<file path="config.mk">
export PLATFORM = sky130hd
export DESIGN_NAME = gpio_in_filter_flat
export DESIGN_NICKNAME = d
export VERILOG_FILES = /design/src/rtl/gpio_in_filter_pkg.sv /design/src/rtl/gpio_in_filter_if.sv /design/src/rtl/gpio_in_filter_bit.sv /design/src/rtl/gpio_in_filter.sv /design/src/flat_wrapper.sv
export SDC_FILE = /design/constraint.sdc
export NUM_CORES = 1
export LEC_CHECK = 0
export ABC_AREA = 1
export BUFFER_PORTS_ARGS = -buffer_cell sky130_fd_sc_hd__buf_2
export CAP_MARGIN = 20
export CORE_UTILIZATION = 30
export DETAILED_ROUTE_END_ITERATION = 16
export PLACE_DENSITY = 0.58
export SKIP_CTS_REPAIR_TIMING = 1
export SLEW_MARGIN = 30
export SYNTH_ARGS = -nofsm -noshare
export SYNTH_HDL_FRONTEND = slang
export SYNTH_SLANG_ARGS = --single-unit
</file>
<file path="constraint.sdc">
create_clock -name clk -period 3 [get_ports clk]
set_input_delay 0.6 -clock clk [delete_from_list [all_inputs] [get_ports clk]]
set_output_delay 0.6 -clock clk [all_outputs]
set_load 0.05 [all_outputs]
</file>
<file path="src/rtl/gpio_in_filter_pkg.sv">
// Shared defaults, edge classification and the counter-width helper for the GPIO input filter.
package gpio_in_filter_pkg;

  localparam int DEF_WIDTH           = 8;
  localparam int DEF_SYNC_STAGES     = 2;
  localparam int DEF_DEBOUNCE_CYCLES = 16;

  typedef enum logic [1:0] {
    EDGE_NONE,
    EDGE_RISE,
    EDGE_FALL
  } edge_e;

  function automatic int clog2(input int value);
    int result;
    result = 0;
    for (int v = value - 1; v > 0; v = v >> 1) begin
      result++;
    end
    return result;
  endfunction

endpackage

</file>
<file path="src/rtl/gpio_in_filter_if.sv">
// CPU-facing bundle of the GPIO input filter: pin levels and enables in, debounced data and flags out.
interface gpio_in_filter_if
  import gpio_in_filter_pkg::*;
#(
  parameter int WIDTH = DEF_WIDTH
);

  logic [WIDTH-1:0] gpio_pin;
  logic [WIDTH-1:0] gpio_oen;
  logic [WIDTH-1:0] rise_en;
  logic [WIDTH-1:0] fall_en;
  logic [WIDTH-1:0] irq_clear;
  logic [WIDTH-1:0] gpio_data_in;
  logic [WIDTH-1:0] irq_pending;
  logic             irq;

  modport master (
    output gpio_pin, gpio_oen, rise_en, fall_en, irq_clear,
    input  gpio_data_in, irq_pending, irq
  );

  modport slave (
    input  gpio_pin, gpio_oen, rise_en, fall_en, irq_clear,
    output gpio_data_in, irq_pending, irq
  );

endinterface

</file>
<file path="src/rtl/gpio_in_filter_bit.sv">
// One GPIO input bit: synchroniser, debounce counter, accepted level and edge-qualified pending flag.
module gpio_in_bit
  import gpio_in_filter_pkg::*;
#(
  parameter int SYNC_STAGES     = DEF_SYNC_STAGES,
  parameter int DEBOUNCE_CYCLES = DEF_DEBOUNCE_CYCLES
) (
  input  logic clk,
  input  logic rst,
  input  logic pin_i,
  input  logic oen_i,
  input  logic rise_en_i,
  input  logic fall_en_i,
  input  logic clear_i,
  output logic level_o,
  output logic pending_o
);

  localparam int                 CNT_W    = clog2(DEBOUNCE_CYCLES + 1);
  localparam logic [CNT_W-1:0]   CNT_LAST = CNT_W'(DEBOUNCE_CYCLES - 1);

  logic [SYNC_STAGES-1:0] sync_q, sync_d;
  logic [CNT_W-1:0]       cnt_q, cnt_d;
  logic                   level_q, level_d;
  logic                   pending_q, pending_d;
  logic                   sync_lvl;
  edge_e                  edge_kind;

  always_comb begin
    sync_d    = {sync_q[SYNC_STAGES-2:0], pin_i};
    sync_lvl  = sync_q[SYNC_STAGES-1];
    cnt_d     = '0;
    level_d   = level_q;
    edge_kind = EDGE_NONE;

    // Accept on the cycle the count would hit DEBOUNCE_CYCLES, so the counter never needs that value.
    if (sync_lvl != level_q) begin
      if (cnt_q == CNT_LAST) begin
        level_d   = sync_lvl;
        edge_kind = sync_lvl ? EDGE_RISE : EDGE_FALL;
      end else begin
        cnt_d = cnt_q + 1'b1;
      end
    end

    pending_d = pending_q & ~clear_i;
    if (!oen_i && ((edge_kind == EDGE_RISE && rise_en_i) ||
                   (edge_kind == EDGE_FALL && fall_en_i))) begin
      pending_d = 1'b1;
    end
  end

  always_ff @(posedge clk) begin
    if (rst) begin
      sync_q    <= '0;
      cnt_q     <= '0;
      level_q   <= 1'b0;
      pending_q <= 1'b0;
    end else begin
      sync_q    <= sync_d;
      cnt_q     <= cnt_d;
      level_q   <= level_d;
      pending_q <= pending_d;
    end
  end

  assign level_o   = level_q;
  assign pending_o = pending_q;

endmodule

</file>
<file path="src/rtl/gpio_in_filter.sv">
// GPIO input filter top: WIDTH independent filtered bits plus the combined interrupt request.
module gpio_in_filter
  import gpio_in_filter_pkg::*;
#(
  parameter int WIDTH           = DEF_WIDTH,
  parameter int SYNC_STAGES     = DEF_SYNC_STAGES,
  parameter int DEBOUNCE_CYCLES = DEF_DEBOUNCE_CYCLES
) (
  input logic             clk,
  input logic             rst,
  gpio_in_filter_if.slave bus
);

  logic [WIDTH-1:0] level_w;
  logic [WIDTH-1:0] pending_w;

  for (genvar b = 0; b < WIDTH; b++) begin : g_bit
    gpio_in_bit #(
      .SYNC_STAGES     (SYNC_STAGES),
      .DEBOUNCE_CYCLES (DEBOUNCE_CYCLES)
    ) u_bit (
      .clk       (clk),
      .rst       (rst),
      .pin_i     (bus.gpio_pin[b]),
      .oen_i     (bus.gpio_oen[b]),
      .rise_en_i (bus.rise_en[b]),
      .fall_en_i (bus.fall_en[b]),
      .clear_i   (bus.irq_clear[b]),
      .level_o   (level_w[b]),
      .pending_o (pending_w[b])
    );
  end

  // irq is derived only from the pending flops so it never glitches on raw input activity.
  assign bus.gpio_data_in = level_w;
  assign bus.irq_pending  = pending_w;
  assign bus.irq          = |pending_w;

endmodule

</file>
<file path="src/flat_wrapper.sv">
// flat-port wrapper written by rule: the top's interface ports become plain ports
module gpio_in_filter_flat import gpio_in_filter_pkg::*;
#(
  parameter int WIDTH           = DEF_WIDTH,
  parameter int SYNC_STAGES     = DEF_SYNC_STAGES,
  parameter int DEBOUNCE_CYCLES = DEF_DEBOUNCE_CYCLES
)
  (clk, rst, bus_gpio_pin, bus_gpio_oen, bus_rise_en, bus_fall_en, bus_irq_clear, bus_gpio_data_in, bus_irq_pending, bus_irq);
  gpio_in_filter_if #(.WIDTH(WIDTH)) bus_i ();
  input logic clk;
  input logic rst;
  input wire logic [$bits(bus_i.gpio_pin)-1:0] bus_gpio_pin;
  input wire logic [$bits(bus_i.gpio_oen)-1:0] bus_gpio_oen;
  input wire logic [$bits(bus_i.rise_en)-1:0] bus_rise_en;
  input wire logic [$bits(bus_i.fall_en)-1:0] bus_fall_en;
  input wire logic [$bits(bus_i.irq_clear)-1:0] bus_irq_clear;
  output wire logic [$bits(bus_i.gpio_data_in)-1:0] bus_gpio_data_in;
  output wire logic [$bits(bus_i.irq_pending)-1:0] bus_irq_pending;
  output wire logic [$bits(bus_i.irq)-1:0] bus_irq;
  assign bus_i.gpio_pin = bus_gpio_pin;
  assign bus_i.gpio_oen = bus_gpio_oen;
  assign bus_i.rise_en = bus_rise_en;
  assign bus_i.fall_en = bus_fall_en;
  assign bus_i.irq_clear = bus_irq_clear;
  assign bus_gpio_data_in = bus_i.gpio_data_in;
  assign bus_irq_pending = bus_i.irq_pending;
  assign bus_irq = bus_i.irq;
  gpio_in_filter #(.WIDTH(WIDTH), .SYNC_STAGES(SYNC_STAGES), .DEBOUNCE_CYCLES(DEBOUNCE_CYCLES)) u_core (.clk(clk), .rst(rst), .bus(bus_i));
endmodule
</file>
==> results of run 1 <==
## power groups by stage
stage	clock network (mW)	registers, mW	logic (mW)
floorplan	0	0.996	0.0363
global placement	0	0.998	0.0669
detailed placement	0	0.998	0.0679
CTS	0.761	0.976	0.0686
global route	0.796	0.977	0.0773
finish	0.731	0.976	0.0665
## placed cells by master, fill, tap and decap left out
| cell | instances |
|---|---|
| clkinv_2 | 2 |
| xor2_1 | 5 |
| clkinv_4 | 3 |
| buf_2 | 58 |
| nor3_1 | 4 |
| xnor2_1 | 4 |
| a21oi_1 | 19 |
| clkbuf_8 | 9 |
| o21ai_0 | 8 |
| ha_1 | 16 |
| dfxtp_1 | 72 |
| nand4_1 | 8 |
| nand3_1 | 23 |
| nor2_1 | 67 |
| and3_1 | 4 |
| nand4_4 | 2 |
| clkbuf_1 | 2 |
| nand2_1 | 51 |
| inv_1 | 72 |
| nor4_1 | 2 |
| bufinv_16 | 1 |
## worst max-delay path: stages (launching register included)
cell	delay [ps]
dfxtp_1	330
nor4_1	490
nand2_1	150
buf_2	250
## flip-flops by register name (all words and copies together) (netlist names)
name                          flops
u_core.g_bit.u_bit.level_o        8
u_core.g_bit.u_bit.cnt_q         40
u_core.g_bit.u_bit.sync_q        16
u_core.g_bit.u_bit.pending_o      8
## cells by family after synthesis
group / Yosys count / share of synthesized area, %
AND/OR/NAND/NOR: 161 / 23.6
buffers and inverters: 93 / 14.4
flip-flops: 72 / 48.1
AO/OA/AOI/OAI: 27 / 4.51
adder cells (fa/ha/maj): 16 / 6.68
XOR/XNOR: 9 / 2.63
## area by class of cell
type                       instances  area (µm²)  area share [%]
clock buffer                      11         131            3.77
clock inverter                     5        57.6            1.65
inverter                          73         279            8.00
multi-input combinational        213        1120            32.2
sequential                        72        1440            41.3
tap                              133         166            4.77
timing repair buffer              58         290            8.32
## per-layer routing
metal / vias up / GRT usage [%] / routed length [µm] / share of wire (%)
li1: 1248 / - / - / -
met1: 1018 / 11.8 / 2450 / 46
met2: 51 / 20.0 / 2500 / 47
met3: 7 / 3.69 / 249 / 4.7
met4: 0 / 4.62 / 78 / 1.5
met5: - / 0 / 0 / 0
## path summary, 6_finish.rpt
| kind | endpoint | cells past startpoint | slack (ps) | start |
|---|---|---|---|---|
| worst max-delay path | bus_irq | 3 | 840 | u_core.g_bit[2].u_bit.pending_o |
| worst min-delay path | u_core.g_bit[2].u_bit.sync_q[1] | 2 | 410 | u_core.g_bit[2].u_bit.sync_q[0] |
| worst max register to register | u_core.g_bit[5].u_bit.cnt_q[3] | 7 | 1560 | u_core.g_bit[5].u_bit.cnt_q[0] |
| worst min register to register | u_core.g_bit[2].u_bit.sync_q[1] | 2 | 410 | u_core.g_bit[2].u_bit.sync_q[0] |
## metrics by stage
stage / hold slack [ps] / util [%]
after global routing: 423 / 35.9
final: 407 / 35.9
after floorplan: 388 / -
after detailed placement: 395 / 33.9
after CTS: 404 / 35.9
after global placement: 389 / 33.9
==> flow_summary.html, run 1 <==
<table>
<tr><th>Metric</th><th>Value</th></tr>
<tr><th colspan="2">Run</th></tr>
<tr><td>Number of maximum-capacitance constraint violations</td><td>0</td></tr>
<tr><th colspan="2">Route</th></tr>
<tr><td>Drt via density</td><td>roughly 4.1</td></tr>
<tr><td>Wire length after detailed routing</td><td>between 5000 and 6000 µm</td></tr>
<tr><td>DRT antenna net count</td><td>0</td></tr>
<tr><td>Iter 0 DRT Violations</td><td>48</td></tr>
<tr><td>Routed length per instance</td><td>9.35 µm</td></tr>
<tr><td>Via count</td><td>roughly 2300</td></tr>
<tr><td>DRC violation count after routing</td><td>0</td></tr>
<tr><td>Iteration count of the initial detailed-routing pass</td><td>4</td></tr>
<tr><th colspan="2">Final layout</th></tr>
<tr><td>Fraction of layout instances using a drive strength above 1</td><td>17.4%</td></tr>
<tr><td>Final Cell Area</td><td>~3500 µm²</td></tr>
<tr><td>Number of non-filler instances in the completed layout</td><td>565</td></tr>
<tr><td>Synthesis-to-finish area growth</td><td>16.5%</td></tr>
<tr><td>Final antenna diode count</td><td>0</td></tr>
<tr><td>Nets@finish</td><td>slightly below 500</td></tr>
<tr><td>Layout fillers</td><td>about 1100</td></tr>
<tr><th colspan="2">Synthesis</th></tr>
<tr><td>Number of enable flip-flop cells after synthesis</td><td>0</td></tr>
<tr><td>Seq cells post-synth</td><td>72</td></tr>
<tr><td>Warnings from Yosys</td><td>0</td></tr>
<tr><td>Most instantiated flip-flop cell in the synthesis netlist</td><td>dfxtp_1</td></tr>
<tr><td>Synthesized cell area</td><td>3000 µm²</td></tr>
<tr><td>Cell taking the most area after synthesis</td><td>dfxtp_1</td></tr>
<tr><td>Number of unique standard cell types used by synthesis</td><td>19</td></tr>
<tr><td>Proportion of synthesized chip area in sequential cells</td><td>around 48%</td></tr>
<tr><td>Top-area cell type share of the netlist area</td><td>between 40 and 50%</td></tr>
<tr><td>Post-Syn Instances</td><td>~380</td></tr>
<tr><td>Top area cells in the synthesized netlist</td><td>dfxtp_1 (48%), inv_1 (9.0%), nor2_1 (8.4%)</td></tr>
<tr><td>Syn avg cell area</td><td>7.92 µm²</td></tr>
<tr><td>Fraction of registers with async set or reset after synthesis</td><td>0%</td></tr>
<tr><td>Number of nets produced by synthesis</td><td>about 440</td></tr>
<tr><td>Most common library cells after synthesis</td><td>dfxtp_1 (72), inv_1 (72), nor2_1 (67)</td></tr>
<tr><th colspan="2">Floorplanning</th></tr>
<tr><td>Rows</td><td>36</td></tr>
<tr><td>Die W</td><td>~100 µm</td></tr>
<tr><td>Core Footprint</td><td>9730 µm²</td></tr>
<tr><td>Initial Utilization</td><td>between 30% and 40%</td></tr>
<tr><td>Die extent in y</td><td>~100 µm</td></tr>
<tr><td>Area enclosed by the die boundary</td><td>10400 µm²</td></tr>
<tr><td>Num ports</td><td>between 50 and 60</td></tr>
<tr><th colspan="2">Critical path</th></tr>
<tr><td>Required time of the critical path</td><td>about 2400 ps</td></tr>
<tr><td>Type of destination of the critical path</td><td>output port</td></tr>
<tr><td>Sort of element at the start of the critical path</td><td>flop</td></tr>
<tr><td>Worst setup path class</td><td>flop to output port</td></tr>
<tr><td>Max FO, Critical Path</td><td>3</td></tr>
<tr><td>Endpoint arrival time on the critical path</td><td>between 1500 and 2000 ps</td></tr>
<tr><th colspan="2">CTS</th></tr>
<tr><td>TritonCTS Sinks</td><td>slightly above 70</td></tr>
<tr><td>Num CTS Buffers</td><td>9</td></tr>
<tr><td>Insertion delay to the later sink of the worst-skew pair</td><td>between 300 and 400 ps</td></tr>
<tr><td>Clock input transition at the sequential cells of the worst setup and hold paths</td><td>80 ps</td></tr>
<tr><td>Number of levels in the clock H-tree</td><td>3</td></tr>
<tr><td>Clock root buffer master</td><td>clkbuf_8</td></tr>
<tr><td>Clock buffer depth</td><td>2</td></tr>
<tr><td>TritonCTS clock tree</td><td>done</td></tr>
<tr><th colspan="2">Placement</th></tr>
<tr><td>HPWL Detailed</td><td>between 3000 and 4000 µm</td></tr>
<tr><td>RD Place Congestion</td><td>roughly 0.76</td></tr>
<tr><td>Port bufs</td><td>between 50 and 60</td></tr>
<tr><td>Dpl cell area</td><td>between 3000 and 4000 µm²</td></tr>
<tr><td>Placement Setup Slack</td><td>between 1000 and 1500 ps</td></tr>
<tr><td>Placed cells</td><td>approximately 550</td></tr>
<tr><th colspan="2">Min path</th></tr>
<tr><td>Class of the worst hold path</td><td>flop to flop</td></tr>
<tr><th colspan="2">Power</th></tr>
<tr><td>Net switching power</td><td>about 0.39 mW</td></tr>
<tr><td>Worst ir drop on vdd</td><td>239 µV</td></tr>
<tr><td>Power Total</td><td>around 1.8 mW</td></tr>
<tr><td>Combinational group share of total power</td><td>3.8%</td></tr>
<tr><td>Cell internal power dissipation</td><td>roughly 1.4 mW</td></tr>
<tr><td>Leak</td><td>approximately 1.6 nW</td></tr>
<tr><td>Sequential fraction of design power</td><td>a little under three fifths</td></tr>
<tr><td>Switching part of the total power</td><td>22.0%</td></tr>
<tr><td>Power per cell area</td><td>508 nW/µm²</td></tr>
<tr><td>Part of the total power dissipated in the clock network</td><td>41.2%</td></tr>
<tr><th colspan="2">STA</th></tr>
<tr><td>Max Clock Skew</td><td>between 10 and 15 ps</td></tr>
<tr><td>Minimum clock period</td><td>2160 ps</td></tr>
<tr><td>Post-route setup slack</td><td>~840 ps</td></tr>
<tr><td>Post-Route Setup TNS</td><td>0 ps</td></tr>
<tr><td>Final max-slew violation count</td><td>0</td></tr>
<tr><td>RSZ-0062 raised after global routing</td><td>no</td></tr>
<tr><td>F_max</td><td>463 MHz</td></tr>
<tr><td>Period utilization</td><td>71.9%</td></tr>
<tr><td>Worst slew margin relative to its limit</td><td>around two thirds</td></tr>
<tr><td>Final setup viols</td><td>0</td></tr>
<tr><td>Final hold vios</td><td>0</td></tr>
<tr><td>Transition at the pin with the smallest max-transition slack</td><td>roughly 510 ps</td></tr>
<tr><th colspan="2">GRT</th></tr>
<tr><td>Total routing resource utilization after global routing</td><td>about 11%</td></tr>
<tr><td>Pin count of the biggest net entering global routing</td><td>27</td></tr>
<tr><td>Via count of the first global-routing pass</td><td>2096</td></tr>
<tr><td>Remaining Overflow, GRT</td><td>0</td></tr>
<tr><td>Wire length of the first global-routing pass</td><td>~8700 µm</td></tr>
<tr><td>Number of antenna violations at the first check in global routing</td><td>0</td></tr>
<tr><th colspan="2">Run status</th></tr>
<tr><td>Result of the run</td><td>complete, no violations</td></tr>
</table>
Note: power is estimated with default switching activity, not from simulation.
==> run 2: changes to the inputs <==
Settings changed: PLACE_DENSITY 0.58 to 0.59.
Clock period 3 ns to 1.8 ns, I/O delays scaled along.
==> run 2 against run 1 <==
Non-clock buffer count is 1 higher. Count of clock-buffer cells in the layout up 1. Combinational power is 71% higher. Via count fell by 1.2%. Sequential power rose by 67%. First-iteration DRC count up 35%. Die area stayed put. Register-to-register slack worse by 1200 ps. Cell count unchanged. Highest routed layer unchanged.
==> flow_summary.html, run 2 (synthesized netlist as in run 1, its figures left out) <==
<table>
<tr><th>Metric</th><th>Value</th></tr>
<tr><th colspan="2">Floorplanning</th></tr>
<tr><td>Die extent in y</td><td>~100 µm</td></tr>
<tr><td>Die W</td><td>about 100 µm</td></tr>
<tr><td>Area enclosed by the die boundary</td><td>a little over 10000 µm²</td></tr>
<tr><td>Rows</td><td>36</td></tr>
<tr><td>Core Footprint</td><td>9730 µm²</td></tr>
<tr><td>Initial Utilization</td><td>a little under a third</td></tr>
<tr><td>Num ports</td><td>59</td></tr>
<tr><th colspan="2">STA</th></tr>
<tr><td>Final max-slew violation count</td><td>0</td></tr>
<tr><td>Minimum clock period</td><td>about 1700 ps</td></tr>
<tr><td>Final setup viols</td><td>0</td></tr>
<tr><td>Final hold vios</td><td>0</td></tr>
<tr><td>Transition at the pin with the smallest max-transition slack</td><td>approximately 310 ps</td></tr>
<tr><td>Worst slew margin relative to its limit</td><td>between 70% and 80%</td></tr>
<tr><td>Max Clock Skew</td><td>between 6 and 7 ps</td></tr>
<tr><td>RSZ-0062 raised after global routing</td><td>no</td></tr>
<tr><td>Post-Route Setup TNS</td><td>0 ps</td></tr>
<tr><td>Worst Hold Slack</td><td>roughly 220 ps</td></tr>
<tr><td>Period utilization</td><td>about 93%</td></tr>
<tr><td>F_max</td><td>598 MHz</td></tr>
<tr><th colspan="2">Critical path</th></tr>
<tr><td>Sort of element at the start of the critical path</td><td>flop</td></tr>
<tr><td>Max FO, Critical Path</td><td>3</td></tr>
<tr><td>Required time of the critical path</td><td>1440 ps</td></tr>
<tr><td>Worst setup path class</td><td>flop to output port</td></tr>
<tr><td>Type of destination of the critical path</td><td>output port</td></tr>
<tr><td>Endpoint arrival time on the critical path</td><td>~1300 ps</td></tr>
<tr><th colspan="2">CTS</th></tr>
<tr><td>Insertion delay to the later sink of the worst-skew pair</td><td>~340 ps</td></tr>
<tr><td>TritonCTS Sinks</td><td>72</td></tr>
<tr><td>Clock buffer depth</td><td>2</td></tr>
<tr><td>Num CTS Buffers</td><td>9</td></tr>
<tr><td>Number of levels in the clock H-tree</td><td>3</td></tr>
<tr><td>TritonCTS clock tree</td><td>done</td></tr>
<tr><td>Clock input transition at the sequential cells of the worst setup and hold paths</td><td>70 ps</td></tr>
<tr><td>Clock root buffer master</td><td>clkbuf_8</td></tr>
<tr><th colspan="2">Power</th></tr>
<tr><td>Power per cell area</td><td>a little under 900 nW/µm²</td></tr>
<tr><td>Worst ir drop on vdd</td><td>424 µV</td></tr>
<tr><td>Leak</td><td>approximately 1.6 nW</td></tr>
<tr><td>Power Total</td><td>around 3.1 mW</td></tr>
<tr><th colspan="2">Placement</th></tr>
<tr><td>RD Place Congestion</td><td>~0.74</td></tr>
<tr><td>Dpl cell area</td><td>between 3000 and 4000 µm²</td></tr>
<tr><td>HPWL Detailed</td><td>approximately 4000 µm</td></tr>
<tr><td>Port bufs</td><td>between 50 and 60</td></tr>
<tr><th colspan="2">Route</th></tr>
<tr><td>Iteration count of the initial detailed-routing pass</td><td>4</td></tr>
<tr><td>Via count</td><td>between 2000 and 2500</td></tr>
<tr><td>Wire length after detailed routing</td><td>between 5000 and 6000 µm</td></tr>
<tr><td>Routed length per instance</td><td>between 9 and 10 µm</td></tr>
<tr><td>DRC violation count after routing</td><td>0</td></tr>
<tr><td>Iter 0 DRT Violations</td><td>between 60 and 70</td></tr>
<tr><td>Drt via density</td><td>approximately 4.1</td></tr>
<tr><td>DRT antenna net count</td><td>0</td></tr>
<tr><th colspan="2">Min path</th></tr>
<tr><td>Class of the worst hold path</td><td>primary input to flop</td></tr>
<tr><th colspan="2">Final layout</th></tr>
<tr><td>Register containing the most flip-flops in the final layout</td><td>u_core.g_bit.u_bit.cnt_q</td></tr>
<tr><td>Final Cell Area</td><td>approximately 3500 µm²</td></tr>
<tr><td>Synthesis-to-finish area growth</td><td>18.0%</td></tr>
<tr><td>Largest registers</td><td>u_core.g_bit.u_bit.cnt_q: 40 flops, u_core.g_bit.u_bit.sync_q: 16 flops</td></tr>
<tr><td>Fraction of layout instances using a drive strength above 1</td><td>17.8%</td></tr>
<tr><td>Nets@finish</td><td>about 490</td></tr>
<tr><td>Final antenna diode count</td><td>0</td></tr>
<tr><td>Most frequent cells in the layout</td><td>inv_1 (72), dfxtp_1 (72), nor2_1 (67), buf_2 (58), nand2_1 (51)</td></tr>
<tr><td>Number of flip-flops under the largest register name</td><td>40</td></tr>
<tr><td>End-of-flow core utilization</td><td>36.3%</td></tr>
<tr><td>Layout fillers</td><td>~1000</td></tr>
<tr><th colspan="2">GRT</th></tr>
<tr><td>Wire length of the first global-routing pass</td><td>about 8700 µm</td></tr>
<tr><td>Via count of the first global-routing pass</td><td>just over 2000</td></tr>
<tr><td>Total routing resource utilization after global routing</td><td>between 10% and 20%</td></tr>
<tr><td>Remaining Overflow, GRT</td><td>0</td></tr>
<tr><td>Number of antenna violations at the first check in global routing</td><td>0</td></tr>
<tr><td>Pin count of the biggest net entering global routing</td><td>19</td></tr>
<tr><th colspan="2">Run</th></tr>
<tr><td>Number of maximum-capacitance constraint violations</td><td>0</td></tr>
<tr><th colspan="2">Run status</th></tr>
<tr><td>Result of the run</td><td>complete, no violations</td></tr>
</table>
==> run 2: cell types whose count changed in the layout (fill, tap and decap cells not counted), sizes merged <==
| cell | change |
|---|---|
| clkinv | -3 |
| buf | +1 |
| bufinv | +1 |
| clkbuf | +1 |
==> run 2: cell type report <==
type | instances | area [µm²] | area share [%]
Sequential cell | 72 | 1440 | 40.8
Multi-Input combinational cell | 213 | 1130 | 31.9
Timing Repair Buffer | 59 | 298 | 8.43
Inverter | 73 | 279 | 7.90
Tap cell | 133 | 166 | 4.71
Clock buffer | 12 | 155 | 4.39
Clock inverter | 3 | 65.1 | 1.84
==> run 2: path summary, 6_finish.rpt <==
check                                                startpoint                         endpoint  slack (ps)  cells after the start
worst max register to register   u_core.g_bit[4].u_bit.cnt_q[0]   u_core.g_bit[4].u_bit.cnt_q[2]         370                      6
worst min-delay path                            bus_gpio_pin[5]  u_core.g_bit[5].u_bit.sync_q[0]         220                      3
worst max-delay path            u_core.g_bit[6].u_bit.pending_o                          bus_irq         130                      3
worst min register to register  u_core.g_bit[3].u_bit.sync_q[0]  u_core.g_bit[3].u_bit.sync_q[1]         400                      2
==> run 2: critical path, stage by stage (launching register included) <==
cell	delay [ps]
dfxtp_1	320
nor4_2	350
nand2_1	90
buf_2	210
==> run 2: per-stage QoR <==
step | cells | setup slack (ps)
6_report | 565 | 127
5_1_grt | 565 | 13.3
2_1_floorplan | 378 | 520
3_5_place_dp | 550 | 355
4_1_cts | 565 | -29.3
3_3_place_gp | 550 | 351
==> run 2: report_power, final <==
| group | switching, mW | internal (mW) | total, mW |
|---|---|---|---|
| clock | 0.555 | 0.847 | 1.40 |
| sequential | 0.0116 | 1.61 | 1.63 |
| combinational | 0.0622 | 0.0521 | 0.114 |
| total | 0.629 | 2.51 | 3.14 |
==> run 2: layer usage <==
| metal | vias to the layer above | share of wire, % | track usage (%) |
|---|---|---|---|
| met5 | - | 0 | 0 |
| met4 | 0 | 2.1 | 5.49 |
| met3 | 8 | 5.9 | 4.38 |
| met2 | 52 | 45 | 18.6 |
| met1 | 987 | 47 | 12.6 |
| li1 | 1248 | - | - |
==> run 3: changes to the inputs <==
Settings changed: SYNTH_HIERARCHICAL set to 1.
==> run 3 against run 2 <==
Sequential cell count is the same. Register-to-register slack better by 50 ps. Largest cell class unchanged. Via count grew 1.9%. Routed wire length down 2.3%. Utilization rose by 1.3 points. Worst hold slack gained 2.0 ps. Setup slack gained 57 ps. Critical path type unchanged. Critical path depth up 2. Largest power group unchanged. Clock power decreased by 19%. Cell area rose by 4.7%. First-iteration DRC count fell by 65%. Global-route usage shrank 0.32 points.
==> flow_summary.html, run 3 <==
<table>
<tr><th>Metric</th><th>Value</th></tr>
<tr><th colspan="2">Min path</th></tr>
<tr><td>Class of the worst hold path</td><td>primary input to flop</td></tr>
<tr><th colspan="2">CTS</th></tr>
<tr><td>Insertion delay to the later sink of the worst-skew pair</td><td>about 330 ps</td></tr>
<tr><td>Num CTS Buffers</td><td>9</td></tr>
<tr><td>TritonCTS clock tree</td><td>done</td></tr>
<tr><td>Number of levels in the clock H-tree</td><td>3</td></tr>
<tr><td>Clock root buffer master</td><td>clkbuf_8</td></tr>
<tr><td>Clock buffer depth</td><td>2</td></tr>
<tr><td>TritonCTS Sinks</td><td>72</td></tr>
<tr><td>Clock input transition at the sequential cells of the worst setup and hold paths</td><td>70 ps</td></tr>
<tr><th colspan="2">STA</th></tr>
<tr><td>Transition at the pin with the smallest max-transition slack</td><td>263 ps</td></tr>
<tr><td>Worst Hold Slack</td><td>around 220 ps</td></tr>
<tr><td>Max Clock Skew</td><td>4.09 ps</td></tr>
<tr><td>Post-Route Setup TNS</td><td>0 ps</td></tr>
<tr><td>Final hold vios</td><td>0</td></tr>
<tr><td>F_max</td><td>approximately 620 MHz</td></tr>
<tr><td>Worst slew margin relative to its limit</td><td>82.6%</td></tr>
<tr><td>Period utilization</td><td>between 80% and 90%</td></tr>
<tr><td>RSZ-0062 raised after global routing</td><td>no</td></tr>
<tr><td>Final max-slew violation count</td><td>0</td></tr>
<tr><td>Minimum clock period</td><td>1620 ps</td></tr>
<tr><td>Final setup viols</td><td>0</td></tr>
<tr><th colspan="2">GRT</th></tr>
<tr><td>Remaining Overflow, GRT</td><td>0</td></tr>
<tr><td>Total routing resource utilization after global routing</td><td>around 11%</td></tr>
<tr><td>Number of antenna violations at the first check in global routing</td><td>0</td></tr>
<tr><td>Wire length of the first global-routing pass</td><td>slightly below 9000 µm</td></tr>
<tr><td>Via count of the first global-routing pass</td><td>2127</td></tr>
<tr><td>Pin count of the biggest net entering global routing</td><td>41</td></tr>
<tr><th colspan="2">Final layout</th></tr>
<tr><td>Number of flip-flops under the largest register name</td><td>40</td></tr>
<tr><td>Number of non-filler instances in the completed layout</td><td>581</td></tr>
<tr><td>Synthesis-to-finish area growth</td><td>21.3%</td></tr>
<tr><td>Most frequent cells in the layout</td><td>nor2_1 (82), inv_1 (72), dfxtp_1 (72), buf_2 (58), nand2_1 (45)</td></tr>
<tr><td>Most frequent standard cell in the layout excluding fill and tap cells</td><td>nor2_1</td></tr>
<tr><td>Layout fillers</td><td>between 1000 and 1500</td></tr>
<tr><td>Final antenna diode count</td><td>0</td></tr>
<tr><td>Nets@finish</td><td>about 500</td></tr>
<tr><td>Register containing the most flip-flops in the final layout</td><td>u_core/g_bit.u_bit/cnt_q</td></tr>
<tr><td>Fraction of layout instances using a drive strength above 1</td><td>approximately a quarter</td></tr>
<tr><td>Largest registers</td><td>u_core/g_bit.u_bit/cnt_q: 40 flops, u_core/g_bit.u_bit/sync_q: 16 flops</td></tr>
<tr><th colspan="2">Floorplanning</th></tr>
<tr><td>Area enclosed by the die boundary</td><td>between 10000 and 15000 µm²</td></tr>
<tr><td>Num ports</td><td>59</td></tr>
<tr><td>Core Footprint</td><td>roughly 9800 µm²</td></tr>
<tr><td>Die W</td><td>103 µm</td></tr>
<tr><td>Rows</td><td>36</td></tr>
<tr><td>Initial Utilization</td><td>between 30% and 40%</td></tr>
<tr><td>Die extent in y</td><td>103 µm</td></tr>
<tr><th colspan="2">Synthesis</th></tr>
<tr><td>Proportion of synthesized chip area in sequential cells</td><td>a little under half</td></tr>
<tr><td>Top area cells in the synthesized netlist</td><td>dfxtp_1 (47%), nor2_1 (10%), inv_1 (8.9%)</td></tr>
<tr><td>Number of nets produced by synthesis</td><td>433</td></tr>
<tr><td>Most common library cells after synthesis</td><td>nor2_1 (82), dfxtp_1 (72), inv_1 (72)</td></tr>
<tr><td>Seq cells post-synth</td><td>72</td></tr>
<tr><td>Post-Syn Instances</td><td>about 380</td></tr>
<tr><td>Number of unique standard cell types used by synthesis</td><td>14</td></tr>
<tr><td>Syn avg cell area</td><td>~8.1 µm²</td></tr>
<tr><td>Synthesized cell area</td><td>around 3000 µm²</td></tr>
<tr><td>Cell taking the most area after synthesis</td><td>dfxtp_1</td></tr>
<tr><td>Most numerous cell in the Yosys netlist</td><td>nor2_1</td></tr>
<tr><td>Top-area cell type share of the netlist area</td><td>a little under half</td></tr>
<tr><td>Most instantiated flip-flop cell in the synthesis netlist</td><td>dfxtp_1</td></tr>
<tr><td>Number of enable flip-flop cells after synthesis</td><td>0</td></tr>
<tr><td>Warnings from Yosys</td><td>6</td></tr>
<tr><td>Fraction of registers with async set or reset after synthesis</td><td>0%</td></tr>
<tr><th colspan="2">Power</th></tr>
<tr><td>Sequential fraction of design power</td><td>a little under three fifths</td></tr>
<tr><td>Leak</td><td>1.59 nW</td></tr>
<tr><td>Switching part of the total power</td><td>21.2%</td></tr>
<tr><td>Combinational group share of total power</td><td>between 4 and 5%</td></tr>
<tr><td>Part of the total power dissipated in the clock network</td><td>39.1%</td></tr>
<tr><td>Cell internal power dissipation</td><td>2.28 mW</td></tr>
<tr><td>Power per cell area</td><td>roughly 780 nW/µm²</td></tr>
<tr><td>Net switching power</td><td>0.612 mW</td></tr>
<tr><td>Worst ir drop on vdd</td><td>between 300 and 400 µV</td></tr>
<tr><th colspan="2">Critical path</th></tr>
<tr><td>Max FO, Critical Path</td><td>3</td></tr>
<tr><td>Required time of the critical path</td><td>between 1000 and 1500 ps</td></tr>
<tr><td>Delay of the slowest cell on the worst path</td><td>around 340 ps</td></tr>
<tr><td>Cell with the largest stage delay on the worst path</td><td>dfxtp_1</td></tr>
<tr><td>Cell repeated most along the worst path</td><td>nand2_1</td></tr>
<tr><td>Cells traversed along the worst timing path</td><td>inv_1 &gt; nand2_1 &gt; nor2_1 &gt; nand2_1 &gt; buf_2</td></tr>
<tr><td>Sort of element at the start of the critical path</td><td>flop</td></tr>
<tr><td>Worst setup path class</td><td>flop to output port</td></tr>
<tr><td>Type of destination of the critical path</td><td>output port</td></tr>
<tr><td>Endpoint arrival time on the critical path</td><td>1260 ps</td></tr>
<tr><th colspan="2">Route</th></tr>
<tr><td>DRC violation count after routing</td><td>0</td></tr>
<tr><td>Drt via density</td><td>just over 4</td></tr>
<tr><td>Iteration count of the initial detailed-routing pass</td><td>4</td></tr>
<tr><td>Iter 0 DRT Violations</td><td>23</td></tr>
<tr><td>DRT antenna net count</td><td>0</td></tr>
<tr><td>Via count</td><td>2338</td></tr>
<tr><td>Wire length after detailed routing</td><td>about 5100 µm</td></tr>
<tr><td>Routed length per instance</td><td>between 8 and 9 µm</td></tr>
<tr><th colspan="2">Placement</th></tr>
<tr><td>Port bufs</td><td>58</td></tr>
<tr><td>RD Place Congestion</td><td>0.723</td></tr>
<tr><td>Placed cells</td><td>about 570</td></tr>
<tr><td>HPWL Detailed</td><td>3950 µm</td></tr>
<tr><th colspan="2">Run</th></tr>
<tr><td>Number of maximum-capacitance constraint violations</td><td>0</td></tr>
<tr><th colspan="2">Run status</th></tr>
<tr><td>Result of the run</td><td>complete, no violations</td></tr>
</table>
==> run 3: logic make-up after synthesis <==
kind of cell / count (synthesis) / synth area share (%)
AOI/OAI and AO/OA: 16 / 3.28
xor gates and xnor gates: 8 / 2.30
adders and majority gates: 16 / 6.57
buffers and inverters: 80 / 9.85
DFF: 72 / 47.3
and+or+nand+nor: 183 / 30.7
==> run 3: power by group through the flow <==
stage	registers [mW]	logic [mW]	clock network (mW)
2_1_floorplan	1.66	0.0597	0
3_3_place_gp	1.66	0.130	0
3_5_place_dp	1.66	0.134	0
4_1_cts	1.63	0.134	1.21
5_1_grt	1.63	0.150	1.27
6_report	1.63	0.130	1.13
==> run 3: worst paths after layout <==
path,startpoint,end,slack (ps),depth (start not counted)
worst max-delay path,u_core/g_bit[4].u_bit/pending_o,bus_irq,180,5
worst min-delay path,bus_gpio_pin[0],u_core/g_bit[0].u_bit/sync_q[0],220,3
worst max register to register,u_core/g_bit[0].u_bit/cnt_q[0],u_core/g_bit[0].u_bit/cnt_q[2],420,7
worst min register to register,u_core/g_bit[6].u_bit/sync_q[0],u_core/g_bit[6].u_bit/sync_q[1],400,2
==> run 3: metrics by stage <==
stage                     setup WS (ps)  total power, mW  utilization (%)  cell area [µm²]
after floorplan                     292             1.72                -             3050
after global placement              459             1.79             35.9             3530
after detailed placement            421             1.80             35.9             3530
after CTS                           127             2.97             37.7             3700
after global routing               56.1             3.05             37.7             3700
final                               183             2.89             37.7             3700
==> run 3: critical path, delay by kind of cell, from the launching register on <==
kind,cells,cell delay (ps)
flops,1,340
buf+inv,2,270
simple gates,3,310
==> run 3: metal layers <==
| metal | vias to the layer above | track usage (%) | part of all wire, % |
|---|---|---|---|
| met1 | 1009 | 12.5 | 46 |
| met4 | 0 | 5.53 | 2.1 |
| met5 | - | 0 | 0 |
| met3 | 12 | 3.86 | 5.0 |
| met2 | 43 | 17.8 | 46 |
| li1 | 1274 | - | - |
==> run 3: cell type report <==
| class | count | area (µm²) | area share [%] |
|---|---|---|---|
| Clock buffer | 14 | 173 | 4.67 |
| Inverter | 80 | 300 | 8.12 |
| Multi-Input combinational cell | 223 | 1310 | 35.4 |
| Sequential cell | 72 | 1440 | 39.0 |
| Tap cell | 133 | 166 | 4.50 |
| Timing Repair Buffer | 59 | 310 | 8.39 |
